**config.mk**
```make
export PLATFORM = sky130hd
export DESIGN_NAME = led_position_decoder
export DESIGN_NICKNAME = d
export VERILOG_FILES = /design/src/rtl/led_position_decoder.sv
export SDC_FILE = /design/constraint.sdc
export NUM_CORES = 1
export LEC_CHECK = 0
export ABC_AREA = 1
export CAP_MARGIN = 40
export CORE_ASPECT_RATIO = 1.5
export CORE_MARGIN = 1
export CORE_UTILIZATION = 45
export DETAILED_ROUTE_END_ITERATION = 8
export PLACE_DENSITY = 0.73
export SLEW_MARGIN = 15
export SYNTH_ARGS = -nofsm -noshare
export SYNTH_HDL_FRONTEND = slang
export SYNTH_SLANG_ARGS = --single-unit
```
**constraint.sdc**
```tcl
create_clock -name clk -period 2 [get_ports clk]
set_input_delay 0.2 -clock clk [delete_from_list [all_inputs] [get_ports clk]]
set_output_delay 0.2 -clock clk [all_outputs]
set_load 0.05 [all_outputs]
```
**src/rtl/led_position_decoder.sv**
```systemverilog
// Observer for the scanning-LED bus: recovers lit position, direction, step/bounce
// events, a saturating bounce count and a sticky protocol-error flag.
module led_position_decoder #(
  parameter  int OUT_WIDTH   = 8,
  parameter  int HOLD_CYCLES = 16,
  parameter  int CNT_WIDTH   = 8,
  localparam int POS_W       = (OUT_WIDTH > 1) ? $clog2(OUT_WIDTH) : 1,
  localparam int GAP_W       = (HOLD_CYCLES > 1) ? $clog2(HOLD_CYCLES + 1) : 1
) (
  input  logic                 clk,
  input  logic                 reset_n,
  input  logic [OUT_WIDTH-1:0] leds_in,
  input  logic                 err_clr,
  output logic [POS_W-1:0]     pos,
  output logic                 pos_valid,
  output logic                 dir,
  output logic                 step,
  output logic                 bounce,
  output logic [CNT_WIDTH-1:0] bounce_count,
  output logic                 err,
  output logic [1:0]           fsm_state
);

  typedef enum logic [1:0] {
    IDLE  = 2'd0,
    TRACK = 2'd1,
    DARK  = 2'd2
  } state_t;

  localparam logic [POS_W:0]     ONE_P    = 1;
  localparam logic [GAP_W-1:0]   ONE_G    = 1;
  localparam logic [CNT_WIDTH-1:0] ONE_C  = 1;
  localparam logic [GAP_W-1:0]   GAP_LAST = GAP_W'(HOLD_CYCLES - 1);

  state_t               state;
  logic [OUT_WIDTH-1:0] sync1, sample;
  logic [GAP_W-1:0]     gap;
  logic                 dir_known;

  logic                 any_set, multi_set;
  logic [POS_W-1:0]     idx;
  logic                 same, up, down, jump, err_set;

  assign fsm_state = state;

  always_comb begin
    any_set   = 1'b0;
    multi_set = 1'b0;
    idx       = '0;
    for (int i = 0; i < OUT_WIDTH; i++) begin
      if (sample[i]) begin
        multi_set = multi_set | any_set;
        any_set   = 1'b1;
        idx       = POS_W'(i);
      end
    end
  end

  // Adjacency is evaluated one bit wider so pos+1 cannot wrap at the MSB.
  assign same    = (idx == pos);
  assign up      = ({1'b0, idx} == {1'b0, pos} + ONE_P);
  assign down    = ({1'b0, pos} == {1'b0, idx} + ONE_P);
  assign jump    = any_set && !multi_set && (state != IDLE) && !same && !up && !down;
  assign err_set = multi_set || jump;

  always_ff @(posedge clk or negedge reset_n) begin
    if (!reset_n) begin
      sync1        <= '0;
      sample       <= '0;
      state        <= IDLE;
      pos          <= '0;
      pos_valid    <= 1'b0;
      dir          <= 1'b1;
      dir_known    <= 1'b0;
      step         <= 1'b0;
      bounce       <= 1'b0;
      bounce_count <= '0;
      err          <= 1'b0;
      gap          <= '0;
    end else begin
      sync1  <= leds_in;
      sample <= sync1;
      step   <= 1'b0;
      bounce <= 1'b0;
      err    <= err_set | (err & ~err_clr);

      if (!multi_set) begin
        if (any_set) begin
          if (state == IDLE) begin
            pos       <= idx;
            pos_valid <= 1'b1;
            dir_known <= 1'b0;
          end else if (up || down) begin
            pos       <= idx;
            step      <= 1'b1;
            dir       <= up;
            dir_known <= 1'b1;
            if (dir_known && (up != dir)) begin
              bounce <= 1'b1;
              if (bounce_count != '1) bounce_count <= bounce_count + ONE_C;
            end
          end else if (!same) begin
            pos       <= idx;
            dir_known <= 1'b0;
          end
          state <= TRACK;
          gap   <= '0;
        end else begin
          case (state)
            TRACK: begin
              gap <= ONE_G;
              if (HOLD_CYCLES == 1) begin
                pos_valid <= 1'b0;
                state     <= IDLE;
              end else begin
                state <= DARK;
              end
            end
            DARK: begin
              gap <= gap + ONE_G;
              // Position is only abandoned after a full run of dark samples.
              if (gap == GAP_LAST) begin
                pos_valid <= 1'b0;
                state     <= IDLE;
              end
            end
            default: state <= IDLE;
          endcase
        end
      end
    end
  end

endmodule

```
==> results.md <==
* Util after Layout at 0.6260
* Largest net degree at the start of global routing at 28
* Worst slew pin tran at about 0.58 ns
* Antenna violations before repair at 0
* Data required, critical path at about 2.2 ns
* CTS tree: built
* Final Cell Area at around 2700 sq um
* Sequential cell area at 1005 sq um
* Placed inst area at between 2000 and 2500 sq um
* Row cnt at 29
* Routability cong. at about 0.81
* Cts bufs inserted at 5
* Global route total overflow at 0
* CP Capture Type: flip-flop
* Mean Syn Cell Area at just under 9 sq um
* Post-synth ARST share at 1.000
* RSZ-0062 raised after global routing: yes
* Max Slew Vio Count at 0
* Area fraction of the dominant cell type after synthesis at 0.4857
* Post-synthesis simple-gate area fraction at 0.2902
* Post-synthesis xor/xnor area fraction at 0.04296
* Post-route setup slack at -0.1098 ns
* Top cells by area, synth: dfrtp_1 (49%), nand2_1 (9.5%), inv_1 (5.2%)
* Final antenna-violating net count at 0
* Fmax at between 400 and 500 MHz
* Drt drc at 0
* Vias in the first global route at ~1.6k
* #FFs+latches synth at 40
* DP HPWL at roughly 2.7 mm
* Io pins at 29
* Syn nets at about 240
* Largest family of logic cells by synthesized area: simple AND/OR/NAND/NOR gates
* WL per Instance at 11.79 microns
* Initial core utilization at 0.4733
* P_int at 1.476 mW
* Vias at ~1.6k
* Worst-case reg-to-reg path depth at 15
* Htree depth at 2
* Worst rel slew slack at 0.6165
* Max Cap Viol at 0
* Most common cell in the netlist: nand2_1
* Fill cell count at around 370
* Critical Path AT at around 2.3 ns
* Post-synthesis sequential area ratio at 0.4988
* Synth Instances at roughly 230
* Clock skew at between 0.01 and 0.015 ns
* Hold Path Cell Cnt at 1
* Synth Area in Compound Gates at 0.06600
* Worst min path class: input port to flip-flop
* Layout cells sized above 1 at 0.2645
* First-pass detailed-route iteration total at 4
* Minimum clock period at around 2.1 ns
* Top cells by count, synth: nand2_1 (51), dfrtp_1 (39), inv_1 (28)
* Die W at ~57 microns
* Post-route insts no fill at between 300 and 400
* Via density at a little over 5
* Reg power frac at 0.410
* Startpoint Class: flip-flop
* GRT Util Overall at 0.1777
* Worst skew pair latency at ~0.30 ns
* Clock Sinks at 40
* Longest Clk Path Bufs at 2
* Final WL at roughly 3.8 mm
* Number of synthesized flops with an enable pin at 0
* Placed cells at slightly above 300
* Post-synthesis mux area share at 0
* Final setup fails at 10
* Final Hold Vio Count at 0
* IR drop worst, VDD at 0.0006230 V
* Clock transition at path regs at around 0.09 ns
* Worst hold endpoint: sync1[1]
* Ant diodes at 0
* Core area at 4245 sq um
* Clock root buffer master: clkbuf_8
* Post-synthesis adder-cell area fraction at 0.03113
* Pre-CTS WS at -0.04918 ns
* Period utilisation layout at 1.055
* Worst hold start: leds_in[1]
* First-pass GRT wire length at around 6.6 mm
* Layout area overhead at 32.25%
* Kind of critical path: flip-flop to flip-flop
* Sw Share at 0.3385
* Power share of the combinational group at 0.291
* R2R Path Start: sample[4]
* Pleak at between 1 and 1.5 nW
* Area of the multi-input gates at around 950 sq um
* Violation count after the first detailed-route iteration at 39
* Synth Flop Type: dfrtp_1
* Violations in the final reports: negative setup slack
* Worst r2r dst: bounce_count[5]
* Mapped cell area at between 2000 and 2500 sq um
* Die footprint at 4742 sq um
* Outcome: finished, violations left
* Largest area contributor in the netlist: dfrtp_1
* Pwr/cell area at 839.6 nW/um^2
* Hold slack at 0.3372 ns
* P_sw at around 760 uW
* Nets at around 290
* Reg2reg setup slack at -0.11 ns
* Die Ht at between 80 and 90 microns
* Yosys cell types at 31
* Clock share of power at 0.299
* Worst-path fanout max at 8
* Port-buffer cells at 28
* YS warnings at 0
[flip-flops by register name (all words and copies together), names as in the netlist]
signal / flops
bounce_count: 8
step: 1
gap: 5
fsm_state: 2
err: 1
dir: 1
pos: 3
pos_valid: 1
dir_known: 1
sync1: 8
sample: 8
bounce: 1
[cell type report]
class                   instances  area share
clock buffers                   5     0.02589
clock inverters                 3     0.01789
inverters                      35     0.04944
multi-input cells             149      0.3559
flip-flops and latches         40      0.3781
well taps                      46     0.02166
repair buffers                 44      0.1511
[power groups by stage]
stage	clock [mW]	sequential (mW)	combinational (mW)
finish	0.667	0.915	0.650
global route	0.723	0.921	0.712
CTS	0.694	0.915	0.606
detailed placement	0	0.931	0.589
global placement	0	0.927	0.582
floorplan	0	1.05	0.288
[per-layer routing]
layer  routed length [microns]  part of all wire  track usage
met2                      1995              0.53       0.3091
met1                      1604              0.42       0.2051
met5                         0                 0            0
met4                        92             0.024      0.08204
met3                       104             0.027      0.03566
[cell usage in the layout (no fill, tap or decap), types with 2 or more instances in the layout]
cell	n
dfrtp_1	37
inv_2	7
o21ai_1	6
nor2_1	9
nand3_4	2
nand2_1	41
inv_1	28
clkinv_4	2
o21ai_0	6
xnor2_1	3
nand3_1	15
buf_4	14
nand2_4	4
ha_1	4
nand2_2	17
nor2_2	3
a21oi_1	3
o22ai_1	2
nand4_1	12
clkbuf_8	5
clkdlybuf4s50_1	27
nor2_4	3
a21oi_2	2
o21ai_2	2
dfrtp_2	2
xor2_1	5
[how the worst max path moves through the flow]
| stage | slack (ns) | to | startpoint | cells past startpoint |
|---|---|---|---|---|
| detailed placement | -0.05 | bounce_count[6] | sample[4] | 15 |
| finish | -0.11 | bounce_count[5] | sample[4] | 15 |
| floorplan | 0.10 | bounce_count[6] | pos[2] | 11 |
| global placement | 0.004 | bounce_count[6] | sample[4] | 15 |
| global route | -0.27 | bounce_count[7] | sample[2] | 17 |
| CTS | -0.06 | bounce_count[6] | sample[4] | 15 |
[metrics by stage]
| stage | TNS (ns) | power, mW |
|---|---|---|
| global route | -2.432 | 2.356 |
| finish | -0.8165 | 2.231 |
| floorplan | 0 | 1.336 |
| detailed placement | -0.1929 | 1.519 |
| global placement | 0 | 1.509 |
| CTS | -0.3031 | 2.215 |
[critical path: stages (launching register included)]
cell,delay (ns)
dfrtp_1,0.43
inv_1,0.07
nand2_1,0.08
nand2_2,0.06
nand2_2,0.09
nand2_4,0.06
ha_4,0.27
o21ai_2,0.05
a21oi_2,0.11
nand3_1,0.11
nand2_2,0.10
nand3_2,0.08
nor2_4,0.17
nand3_4,0.16
nand2_1,0.10
nand2_1,0.05
[kinds of logic after synthesis]
| kind of cell | after synthesis |
|---|---|
| XOR/XNOR | 9 |
| buffers and inverters | 36 |
| AO/OA/AOI/OAI | 24 |
| AND/OR/NAND/NOR | 111 |
| adder cells (fa/ha/maj) | 5 |
| flip-flops | 40 |
[repair_timing]
action	4_1_cts	5_1_grt
gates resized for setup	4	17
pin swaps	15	17
hold endpoints to repair	26	0
hold buffers	1	0
setup buffers	4	1
gates cloned	0	0
endpoints found under the setup margin	8	20
No activity file was read; power rests on OpenSTA's default activity.
